--- config.mk ---
export PLATFORM = sky130hd
export DESIGN_NAME = riscv_decode
export DESIGN_NICKNAME = d
export VERILOG_FILES = /design/src/rtl/riscv_decode.sv
export SDC_FILE = /design/constraint.sdc
export NUM_CORES = 1
export LEC_CHECK = 0
export CAP_MARGIN = 10
export CORE_AREA = 2 2 125 188
export CTS_CLUSTER_DIAMETER = 150
export CTS_CLUSTER_SIZE = 10
export DETAILED_ROUTE_END_ITERATION = 8
export DIE_AREA = 0 0 127 190
export GPL_ROUTABILITY_DRIVEN = 0
export PLACE_DENSITY = 0.67
export SETUP_SLACK_MARGIN = 0.3
export SLEW_MARGIN = 25
export SYNTH_ARGS = -nofsm -noshare
export SYNTH_HDL_FRONTEND = slang
export SYNTH_SLANG_ARGS = --single-unit
--- constraint.sdc ---
create_clock -name clk -period 1.8 [get_ports clk]
set_input_delay 0.36 -clock clk [delete_from_list [all_inputs] [get_ports clk]]
set_output_delay 0.36 -clock clk [all_outputs]
set_load 0.02 [all_outputs]
--- src/rtl/riscv_decode.sv ---
// riscv_decode -- RV32I instruction decode stage.
//
// Accepts one {pc, instruction} word per upstream handshake, decodes it into
// register indices, a sign-extended immediate, an ALU operation and one-hot
// class flags, and presents the result to execute through a registered
// output register (OR) backed by a one-entry skid register (SK). f_ready is a
// flop, so it never depends combinationally on x_ready.
//
// Ports:
//   clk        rising-edge clock
//   reset      asynchronous active-low reset
//   flush      synchronous kill of every held entry (branch redirect)
//   f_valid    fetch presents an instruction
//   f_ready    decode can accept (registered)
//   f_pc       pc of the presented instruction
//   f_instr    presented instruction word
//   d_valid    decoded entry valid toward execute
//   x_ready    execute accepts
//   d_pc       pc of the decoded entry
//   d_rs1/rs2/rd  register indices, 0 when the format does not use them
//   d_imm      sign-extended immediate
//   d_alu_op   0 ADD 1 SUB 2 SLL 3 SLT 4 SLTU 5 XOR 6 SRL 7 SRA 8 OR 9 AND 10 PASSB
//   d_funct3   raw instr[14:12]
//   d_cls      {op, op_imm, lui, auipc, jal, jalr, branch, load, store}
//   d_illegal  word is not a legal RV32I base instruction
module riscv_decode #(
  parameter int BUS_WIDTH = 32
) (
  input  logic                 clk,
  input  logic                 reset,
  input  logic                 flush,
  input  logic                 f_valid,
  output logic                 f_ready,
  input  logic [BUS_WIDTH-1:0] f_pc,
  input  logic [BUS_WIDTH-1:0] f_instr,
  output logic                 d_valid,
  input  logic                 x_ready,
  output logic [BUS_WIDTH-1:0] d_pc,
  output logic [4:0]           d_rs1,
  output logic [4:0]           d_rs2,
  output logic [4:0]           d_rd,
  output logic [31:0]          d_imm,
  output logic [3:0]           d_alu_op,
  output logic [2:0]           d_funct3,
  output logic [8:0]           d_cls,
  output logic                 d_illegal
);

  localparam logic [6:0] OPC_OP     = 7'b0110011;
  localparam logic [6:0] OPC_OP_IMM = 7'b0010011;
  localparam logic [6:0] OPC_LUI    = 7'b0110111;
  localparam logic [6:0] OPC_AUIPC  = 7'b0010111;
  localparam logic [6:0] OPC_JAL    = 7'b1101111;
  localparam logic [6:0] OPC_JALR   = 7'b1100111;
  localparam logic [6:0] OPC_BRANCH = 7'b1100011;
  localparam logic [6:0] OPC_LOAD   = 7'b0000011;
  localparam logic [6:0] OPC_STORE  = 7'b0100011;

  // Packed in d_cls bit order: slice gi holds the opcode for class bit gi.
  localparam logic [62:0] CLS_OPCODES = {OPC_OP, OPC_OP_IMM, OPC_LUI, OPC_AUIPC,
                                         OPC_JAL, OPC_JALR, OPC_BRANCH,
                                         OPC_LOAD, OPC_STORE};

  localparam logic [3:0] ALU_ADD   = 4'd0;
  localparam logic [3:0] ALU_SUB   = 4'd1;
  localparam logic [3:0] ALU_SLL   = 4'd2;
  localparam logic [3:0] ALU_SLT   = 4'd3;
  localparam logic [3:0] ALU_SLTU  = 4'd4;
  localparam logic [3:0] ALU_XOR   = 4'd5;
  localparam logic [3:0] ALU_SRL   = 4'd6;
  localparam logic [3:0] ALU_SRA   = 4'd7;
  localparam logic [3:0] ALU_OR    = 4'd8;
  localparam logic [3:0] ALU_AND   = 4'd9;
  localparam logic [3:0] ALU_PASSB = 4'd10;

  typedef struct packed {
    logic [BUS_WIDTH-1:0] pc;
    logic [4:0]           rs1;
    logic [4:0]           rs2;
    logic [4:0]           rd;
    logic [31:0]          imm;
    logic [3:0]           alu_op;
    logic [2:0]           funct3;
    logic [8:0]           cls;
    logic                 illegal;
  } entry_t;

  // ---------------------------------------------------------------------------
  // Decode of the incoming word
  // ---------------------------------------------------------------------------
  logic [31:0] instr;
  logic [2:0]  funct3;
  logic [6:0]  funct7;
  logic [8:0]  cls_hit;
  logic        is_op, is_op_imm, is_lui, is_auipc, is_jal, is_jalr;
  logic        is_branch, is_load, is_store;
  logic        bad_op, bad_shift, illegal;
  logic [31:0] imm_i, imm_s, imm_b, imm_u, imm_j;
  logic [3:0]  alu_base;
  entry_t      dec;

  assign instr  = f_instr[31:0];
  assign funct3 = instr[14:12];
  assign funct7 = instr[31:25];

  genvar gi;
  generate
    for (gi = 0; gi < 9; gi++) begin : g_cls
      assign cls_hit[gi] = (instr[6:0] == CLS_OPCODES[gi*7 +: 7]);
    end
  endgenerate

  assign is_op     = cls_hit[8];
  assign is_op_imm = cls_hit[7];
  assign is_lui    = cls_hit[6];
  assign is_auipc  = cls_hit[5];
  assign is_jal    = cls_hit[4];
  assign is_jalr   = cls_hit[3];
  assign is_branch = cls_hit[2];
  assign is_load   = cls_hit[1];
  assign is_store  = cls_hit[0];

  // Register-register ops only allow funct7 0x00, or 0x20 on ADD/SRL slots.
  assign bad_op = is_op &&
                  ((funct7 != 7'h00 && funct7 != 7'h20) ||
                   (funct7 == 7'h20 && funct3 != 3'd0 && funct3 != 3'd5));
  // Immediate shifts carry a funct7 in the upper immediate bits.
  assign bad_shift = is_op_imm &&
                     ((funct3 == 3'd1 && funct7 != 7'h00) ||
                      (funct3 == 3'd5 && funct7 != 7'h00 && funct7 != 7'h20));
  assign illegal = (instr[1:0] != 2'b11) || (cls_hit == 9'd0) || bad_op || bad_shift;

  assign imm_i = {{20{instr[31]}}, instr[31:20]};
  assign imm_s = {{20{instr[31]}}, instr[31:25], instr[11:7]};
  assign imm_b = {{19{instr[31]}}, instr[31], instr[7], instr[30:25], instr[11:8], 1'b0};
  assign imm_u = {instr[31:12], 12'b0};
  assign imm_j = {{11{instr[31]}}, instr[31], instr[19:12], instr[20], instr[30:21], 1'b0};

  always_comb begin
    alu_base = ALU_ADD;
    case (funct3)
      3'd0: alu_base = ALU_ADD;
      3'd1: alu_base = ALU_SLL;
      3'd2: alu_base = ALU_SLT;
      3'd3: alu_base = ALU_SLTU;
      3'd4: alu_base = ALU_XOR;
      3'd5: alu_base = ALU_SRL;
      3'd6: alu_base = ALU_OR;
      default: alu_base = ALU_AND;
    endcase
  end

  // Illegal words keep their pc (a trap needs it) but every decoded field is 0.
  always_comb begin
    dec         = '0;
    dec.pc      = f_pc;
    dec.illegal = illegal;
    if (!illegal) begin
      dec.cls    = cls_hit;
      dec.funct3 = funct3;
      if (is_op || is_op_imm || is_jalr || is_branch || is_load || is_store)
        dec.rs1 = instr[19:15];
      if (is_op || is_branch || is_store)
        dec.rs2 = instr[24:20];
      if (!(is_branch || is_store))
        dec.rd = instr[11:7];

      if (is_op_imm || is_jalr || is_load) dec.imm = imm_i;
      else if (is_store)                   dec.imm = imm_s;
      else if (is_branch)                  dec.imm = imm_b;
      else if (is_lui || is_auipc)         dec.imm = imm_u;
      else if (is_jal)                     dec.imm = imm_j;

      // funct7 is already known to be 0x00/0x20 here, so bit 5 is enough.
      if (is_op) begin
        if (funct3 == 3'd0 && funct7[5])      dec.alu_op = ALU_SUB;
        else if (funct3 == 3'd5 && funct7[5]) dec.alu_op = ALU_SRA;
        else                                  dec.alu_op = alu_base;
      end else if (is_op_imm) begin
        if (funct3 == 3'd5 && instr[30])      dec.alu_op = ALU_SRA;
        else                                  dec.alu_op = alu_base;
      end else if (is_lui) begin
        dec.alu_op = ALU_PASSB;
      end else begin
        dec.alu_op = ALU_ADD;
      end
    end
  end

  // ---------------------------------------------------------------------------
  // Output register + skid register
  // ---------------------------------------------------------------------------
  entry_t or_data_reg, sk_data_reg;
  logic   or_valid_reg, sk_valid_reg;
  logic   f_ready_reg;
  logic   accept, drain, or_free;
  logic   sk_valid_next;

  assign accept  = f_valid && f_ready_reg;
  assign drain   = or_valid_reg && x_ready;
  assign or_free = !or_valid_reg || drain;

  // SK only stays/becomes occupied when OR cannot take the next entry.
  always_comb begin
    if (flush)        sk_valid_next = 1'b0;
    else if (or_free) sk_valid_next = sk_valid_reg && accept;
    else              sk_valid_next = sk_valid_reg || accept;
  end

  always_ff @(posedge clk or negedge reset) begin
    if (!reset) begin
      or_valid_reg <= 1'b0;
      sk_valid_reg <= 1'b0;
      f_ready_reg  <= 1'b1;
      or_data_reg  <= '0;
      sk_data_reg  <= '0;
    end else begin
      sk_valid_reg <= sk_valid_next;
      f_ready_reg  <= !sk_valid_next;
      if (flush) begin
        or_valid_reg <= 1'b0;
      end else begin
        if (or_free) begin
          // SK is older than anything arriving now, so it always wins OR.
          if (sk_valid_reg) begin
            or_data_reg  <= sk_data_reg;
            or_valid_reg <= 1'b1;
          end else if (accept) begin
            or_data_reg  <= dec;
            or_valid_reg <= 1'b1;
          end else begin
            or_valid_reg <= 1'b0;
          end
        end
        if (accept && (sk_valid_reg || !or_free))
          sk_data_reg <= dec;
      end
    end
  end

  assign f_ready   = f_ready_reg;
  assign d_valid   = or_valid_reg;
  assign d_pc      = or_data_reg.pc;
  assign d_rs1     = or_data_reg.rs1;
  assign d_rs2     = or_data_reg.rs2;
  assign d_rd      = or_data_reg.rd;
  assign d_imm     = or_data_reg.imm;
  assign d_alu_op  = or_data_reg.alu_op;
  assign d_funct3  = or_data_reg.funct3;
  assign d_cls     = or_data_reg.cls;
  assign d_illegal = or_data_reg.illegal;

endmodule

### Word-level counts from Yosys, hierarchy flattened

Index checks and enable logic that the tools add are counted.
W data, S select, Z words.

* eq/ne operators: 19
* muxes and demuxes: 23
* bitwise gates (word level): 1
* reduce and logical (&&, ||, !) cells: 44

Operators by type and width (count)
* $mux W96: 2
* $mux W32: 5
* $mux W63: 1
* $eq A7 B6 Y1 const B: 4
* $pmux W4 S7: 1
* $eq A7 B7 Y1 const B: 3
* $mux W4: 5
* $logic_or A1 B1 Y1: 19
* $mux W5: 3
* $eq A7 B5 Y1 const B: 2
* $logic_and A1 B1 Y1: 14
* $eq A3 B3 Y1 const B: 3
* $logic_not A9 Y1: 1
* $eq A7 B2 Y1 const B: 1
* $ne A7 B6 Y1 const B: 1
* $reduce_bool A7 Y1: 1
* $eq A3 B2 Y1 const B: 2
* $mux W1: 6
* $reduce_bool A2 Y1: 2
* $eq A3 B1 Y1 const B: 1
* $logic_not A1 Y1: 3
* $logic_not A3 Y1: 1
* $ne A3 B3 Y1 const B: 1
* $reduce_and A3 Y1: 1
* 4 further kinds: 4

* register bits after elaboration: 195
* input bits: 69
* output and inout bits: 98
* logic and storage cells: 108

### Logic depth before layout (Yosys ltp)

Gate-level depths: netlist (run 1).

* depth in word-level cells: 10
* depth in mapped cells: 9
* gate-level depth less buffers: 5

### Worst setup path after synthesis (run 1)

OpenSTA, ideal clock, no wires.

* path type: input to register
* start point: input f_instr[25]
* end point: register sk_data_reg[28] (netlist bit)
* setup time: 0.092 ns
* arrival: 2.023 ns
* required time: 1.708 ns
* slack: -0.316 ns
* stages: 8
* path buffers: 3
* cells stage by stage: or4_4 -> a2111oi_2 -> or4_1 -> buf_4 -> nand3_2 -> buf_6 -> buf_6 -> o31ai_2

* cells in the longest elaborated chain, start to end: 8
* elaborated cells between the ends (all ways): 16
* those cells by class: eq/ne (2); mux (1); reduce/logical (13)

Ends and longest elaborated chain
* start: declaration: RTL line 35 `input logic [BUS_WIDTH-1:0] f_instr,`
* $eq A7 B6 Y1: RTL line 126 `(funct7 == 7'h20 && funct3 != 3'd0 && funct3 != 3'd5));`
* $logic_and A1 B1 Y1 (2 in series): RTL line 126
* $logic_or A1 B1 Y1: RTL line 125 `((funct7 != 7'h00 && funct7 != 7'h20) ||`
* $logic_and A1 B1 Y1: RTL line 124 `assign bad_op = is_op &&`
* $logic_or A1 B1 Y1: RTL line 131 `assign illegal = (instr[1:0] != 2'b11) || (cls_hit == 9'd0) || bad_op || bad_shift;`
* $logic_or A1 B1 Y1 (*): RTL line 131
* $mux W63 (*): RTL line 158 `if (!illegal) begin`
* end signal: assignment: RTL line 216 `sk_data_reg <= '0;`
* end signal: assignment: RTL line 236 `sk_data_reg <= dec;`
* end: declaration: RTL line 193 `entry_t or_data_reg, sk_data_reg;`

Mark *: on every way between the ends. The rest lies on a longest branch, timed or not.
A chain may end at the register's enable or synchronous reset.

### Worst setup path after layout (run 1)

* start point: input f_instr[25]
* end point: register or_data_reg, in the netlist d_imm[31]

* cells in the longest elaborated chain, start to end: 10
* elaborated cells between the ends (all ways): 18
* those cells by class: eq/ne (2); mux (3); reduce/logical (13)

Ends and longest elaborated chain
* $eq A7 B6 Y1: RTL line 126
* $logic_and A1 B1 Y1 (2 in series): RTL line 126
* $logic_or A1 B1 Y1: RTL line 125
* $logic_and A1 B1 Y1: RTL line 124
* $logic_or A1 B1 Y1: RTL line 131
* $logic_or A1 B1 Y1 (*): RTL line 131
* $mux W63 (*): RTL line 158
* $mux W96 (*): RTL line 228 `end else if (accept) begin`
* $mux W96 (*): RTL line 225 `if (sk_valid_reg) begin`
* end signal: assignment: RTL line 226 `or_data_reg <= sk_data_reg;`
* end: declaration: RTL line 193

Mark *: on every way between the ends. The rest lies on a longest branch, timed or not. The select of a mux whose other input is x is not followed.

==> run_results.csv, run 1 <==
group,metric,value,unit
outcome,status,"finished, violations left",
outcome,violations,"negative setup slack",
drt,drt_wl_total,30.4,mm
layout,nFillCells,1794,
grt,grt_start_max_net_pins,76,
layout,stdcell_count,1520,
floorplan,rows,68,
synthesis,syn_nets,1014,
drt,ant_nets,0,
synthesis,syn_inst,945,
worst_setup_path,worstSetupPathType,"in -> reg",
synthesis,netlist.area_leader.share,0.548,
synthesis,synthFlopType,"dfrtp_1",
synthesis,syn_avg_cell_area,9.37,um^2
drt,wire_per_inst,20.0,um
timing,fmax,522,MHz
layout,final_cell_mix,"dfrtp_1, nand2_1, buf_4",
worst_setup_path,arrival,2.26,ns
synthesis,yosysSeqAreaShare,0.551,
layout,design_area,0.0140,mm^2
cts,cts_tree,"built",
layout,finalCoreUtilization,0.619,
grt,grt_pass1_wl,46.7,mm
flow_run,cap_violations,0,
worst_setup_path,start_kind,"input port",
worst_setup_path,crit_fanout,3,
worst_setup_path,endpoint_kind,"flip-flop",
cts,insertion_delay,0.44,ns
floorplan,top_level_ports,167,
layout,final_nets,1297,
cts,cts.sinks,195,
placed_design,dp_cells,1424,
timing,slew_viol_final,0,
synthesis,synth-edff-count,0,
drt,dr.pass1.iters,5,
drt,via_per_inst,5.58,
drt,drcViolationCount,0,
grt,antenna_found_initial,0,
timing,hold_violations,0,
floorplan,die-width,127,um
synthesis,ys_ff_latch,195,
timing,worst_slack,-0.117,ns
layout,area_growth,58.1,%
cts,clockBufferDepth,2,
timing,period_minus_slack,1.92,ns
timing,finalSetupViolCount,84,
synthesis,netlist-cell-type-count,54,
synthesis,synth_top_area_cell,"dfrtp_1",
timing,min_period_over_period,1.07,
floorplan,initial_core_util,0.391,
timing,skew,0.00760,ns
worst_setup_path,required,2.15,ns
drt,drtIter0Drc,522,
cts,numCtsBuffers,17,
layout,num_antenna_cells,0,
pwr,peakVddDrop,0.660,mV
layout,mostFrequentLayoutCell,"dfrtp_1",
pwr,p_per_area,841,mW/mm^2
timing,max_slew_margin,0.602,
pwr,power.total,11.8,mW
grt,grt_overflow,0,
placed_design,place_area,0.0116,mm^2
cts,clkTransAtPathRegs,0.07,ns
layout,largest_reg_flops,96,
floorplan,core,0.0226,mm^2
placed_design,pre_cts_slack,-0.914,ns
placed_design,dp_hpwl,18.4,mm
grt,track_usage,0.247,
synthesis,synthTopCellsByArea,"dfrtp_1, nand2_1, a21oi_1, mux2i_1, o21ai_0",
timing,hold_slack,0.265,ns
floorplan,dieArea,0.0241,mm^2
layout,drive_above_1_share,0.386,
pwr,leakage,6.24,nW
grt,grt_pass1_vias,8751,
timing,max_slew.worst_pin.slew,0.595,ns
cts,htreeDepth,4,
worst_hold_path,min_path_type,"in -> reg",
timing,rsz0062_at_grt,"yes",
timing,tns,-4.99,ns
floorplan,fp.dieH,190,um
synthesis,async_flop_share,1.00,
cts,cts_root_buf,"clkbuf_16",
placed_design,port_buffers,166,
synthesis,syn_area,0.00886,mm^2
drt,vias,8486,
synthesis,yosysWarnings,0,
-- path summary, 6_finish.rpt --
check	start	endpoint	slack, ns	depth (start not counted)
max	f_instr[25]	d_imm[31]	-0.12	9
min	f_instr[25]	d_imm[5]	0.27	4
max reg2reg	f_ready	d_imm[31]	-0.09	7
min reg2reg	sk_data_reg[25]	sk_data_reg[25]	0.47	2
max in group asynchronous	reset	sk_data_reg[61]	0.77	3
min in group asynchronous	reset	d_imm[22]	0.39	2
-- routing by layer --
layer	global-route usage	share of wire
met5	0	0
met4	0.116	0.050
met3	0.0405	0.043
met2	0.438	0.52
met1	0.289	0.38
-- cell type report --
cell class	count	area (um^2)	area share
tap	280	350	0.0250
clock inverter	11	126	0.00903
timing repair buffer	339	3530	0.252
multi-input combinational	670	4620	0.330
inverter	5	18.8	0.00134
clock buffer	20	467	0.0333
sequential	195	4880	0.349
-- synth_stat cells, types with 7 or more instances --
master,count
nand2_1,233
dfrtp_1,194
a21oi_1,89
clkbuf_1,60
o21ai_0,59
nor2_1,43
o22ai_1,33
mux2i_1,32
nand3_1,26
and3_1,18
o31ai_2,18
o21ai_1,16
o31ai_1,9
nor3_1,7
o211ai_1,7
-- critical path: stages --
cell,delay [ns]
buf_6,0.09
or4_4,0.57
a2111oi_4,0.29
or4_4,0.19
buf_6,0.11
nand4_4,0.16
buf_12,0.18
buf_6,0.11
o311ai_4,0.20
-- report_power, final --
part           total [mW]  switching, mW  internal (mW)  leakage [nW]
combinational        2.63           1.45           1.18          3.40
sequential           5.25          0.345           4.90          2.54
clock                3.89           1.73           2.16         0.293
-- cell families after synthesis --
family                 count (synthesis)  share of synthesized area
AND/OR/NAND/NOR                      371                      0.185
AO/OA/AOI/OAI                        266                      0.188
flip-flops                           195                      0.551
buffers and inverters                 80                     0.0376
multiplexers                          33                     0.0374
-- repair_timing --
item	4_1_cts	5_1_grt
hold buffers	1	0
gates resized for setup	492	124
cloned	14	4
setup buffers	26	20
pin swaps	45	31
setup endpoints to repair	292	254
endpoints found under the hold margin	28	0
No activity file was read; power rests on OpenSTA's default activity.
==> run 2: changes to the inputs <==
- CORE_AREA: 2 2 125 188 -> 2 2 116 174
- DIE_AREA: 0 0 127 190 -> 0 0 118 176
- PLACE_DENSITY: 0.67 -> 0.76
- REMOVE_ABC_BUFFERS: default -> 1
==> run 2 against run 1 <==
Against the previous run: the flow still finishes with violations (negative setup slack); flip-flop and latch count unchanged; via count up 19%; clock-buffer cell count decreased by 2.
==> run_results.csv, run 2 (synthesized netlist as in run 1, its figures left out) <==
group,metric,value,unit
outcome,status,"finished, violations left",
outcome,violations,"negative setup slack",
timing,hold_violations,0,
floorplan,fp.dieH,176,um
worst_setup_path,crit_fanout,6,
layout,design_area,0.0156,mm^2
drt,drt_wl_total,42.2,mm
worst_setup_path,endpoint_kind,"flip-flop",
placed_design,dp_hpwl,18.1,mm
drt,vias,10117,
cts,clkTransAtPathRegs,0.08,ns
floorplan,die-width,118,um
worst_hold_path,min_path_cells,4,
cts,insertion_delay,0.44,ns
floorplan,initial_core_util,0.462,
worst_setup_path,rrSetupSlack,-0.33,ns
placed_design,place_area,0.0117,mm^2
worst_setup_path,worstReg2RegEnd,"d_imm[31]",
layout,finalCoreUtilization,0.813,
timing,hold_slack,0.304,ns
grt,grt_pass1_wl,52.0,mm
worst_setup_path,arrival,2.55,ns
pwr,p_per_area,839,mW/mm^2
timing,period_minus_slack,2.25,ns
drt,dr.pass1.iters,6,
cts,cts_tree,"built",
timing,fmax,444,MHz
drt,drtIter0Drc,1177,
layout,largest_reg_flops,96,
cts,cts.sinks,195,
flow_run,cap_violations,0,
worst_hold_path,min_path_type,"in -> reg",
timing,min_period_over_period,1.25,
layout,mostFrequentLayoutCell,"dfrtp_1",
worst_hold_path,hold_end,"d_imm[7]",
layout,stdcell_count,1555,
drt,via_per_inst,6.51,
grt,grt_pass1_vias,9404,
timing,max_slew.worst_pin.slew,0.556,ns
layout,area_growth,75.9,%
floorplan,rows,62,
floorplan,dieArea,0.0208,mm^2
drt,ant_nets,0,
timing,max_slew_margin,0.629,
floorplan,core,0.0192,mm^2
grt,antenna_found_initial,1,
grt,grt_overflow,0,
timing,slew_viol_final,0,
layout,nFillCells,981,
pwr,leakage,7.00,nW
worst_setup_path,rr_startpoint,"f_ready",
placed_design,port_buffers,166,
pwr,power.total,13.1,mW
grt,grt_start_max_net_pins,53,
cts,htreeDepth,4,
pwr,peakVddDrop,0.694,mV
timing,finalSetupViolCount,176,
placed_design,dp_cells,1415,
layout,drive_above_1_share,0.485,
drt,drcViolationCount,0,
worst_setup_path,start_kind,"input port",
grt,track_usage,0.322,
floorplan,top_level_ports,167,
worst_hold_path,min-delay-start,"f_instr[27]",
cts,clockBufferDepth,2,
worst_setup_path,worstSetupPathType,"in -> reg",
drt,wire_per_inst,27.1,um
layout,final_cell_mix,"dfrtp_1, nand2_1, buf_4",
timing,skew,0.0121,ns
worst_setup_path,required,2.10,ns
cts,cts_root_buf,"clkbuf_16",
timing,rsz0062_at_grt,"yes",
layout,final_nets,1354,
worst_setup_path,reg2reg_depth,6,
cts,numCtsBuffers,17,
timing,worst_slack,-0.451,ns
run 2: final cells by class:
class	count	area [um^2]	area share
diodes	1	2.50	0.000161
clock buffers	18	439	0.0282
clock inverters	14	226	0.0145
inverters	5	18.8	0.00120
multi-input cells	670	5140	0.330
flip-flops and latches	195	4880	0.314
well taps	256	320	0.0206
repair buffers	396	4550	0.292
run 2: through the flow:
| step | TNS (ns) | worst slack, ns |
|---|---|---|
| floorplan | -885.51 | -6.16 |
| global placement | -101.90 | -0.835 |
| detailed placement | -113.73 | -0.962 |
| CTS | -20.96 | -0.294 |
| global route | -40.24 | -0.493 |
| finish | -33.82 | -0.451 |
run 2: worst max-delay path by stage:
stage,start,end,slack (ns)
after global routing,f_instr[28],d_imm[31],-0.49
after detailed placement,f_instr[25],sk_data_reg[19],-0.96
final,f_instr[28],d_imm[31],-0.45
after global placement,f_instr[25],sk_data_reg[48],-0.83
after CTS,f_instr[27],sk_data_reg[39],-0.29
after floorplan,sk_valid_reg,sk_data_reg[54],-6.16
run 2: what timing repair did:
| item | in CTS | in global routing |
|---|---|---|
| setup endpoints to repair | 292 | 263 |
| buffers inserted | 40 | 26 |
| pin swaps | 101 | 117 |
| hold endpoints to repair | 35 | 0 |
| resized for setup | 456 | 367 |
| gates cloned | 24 | 16 |
| hold buffers | 1 | 0 |
run 2: worst max-delay path: stages:
cell and delay (ns):
buf_6 0.09, or4_4 0.60, buf_6 0.15, a2111oi_4 0.28
or4_4 0.22, buf_6 0.11, nand4_4 0.19, buf_6 0.19
o311ai_4 0.36
run 2: layer usage:
metal / vias to the layer above / track usage / routed length, um
met1: 4920 / 0.355 / 13100
li1: 4015 / - / -
met4: 2 / 0.200 / 4250
met3: 333 / 0.0617 / 4020
met5: - / 0 / 13
met2: 847 / 0.571 / 20800
run 2: power breakdown:
group | switching, mW | internal [mW]
clock network | 1.84 | 2.53
logic | 1.80 | 1.51
registers | 0.484 | 4.90
total | 4.13 | 8.95
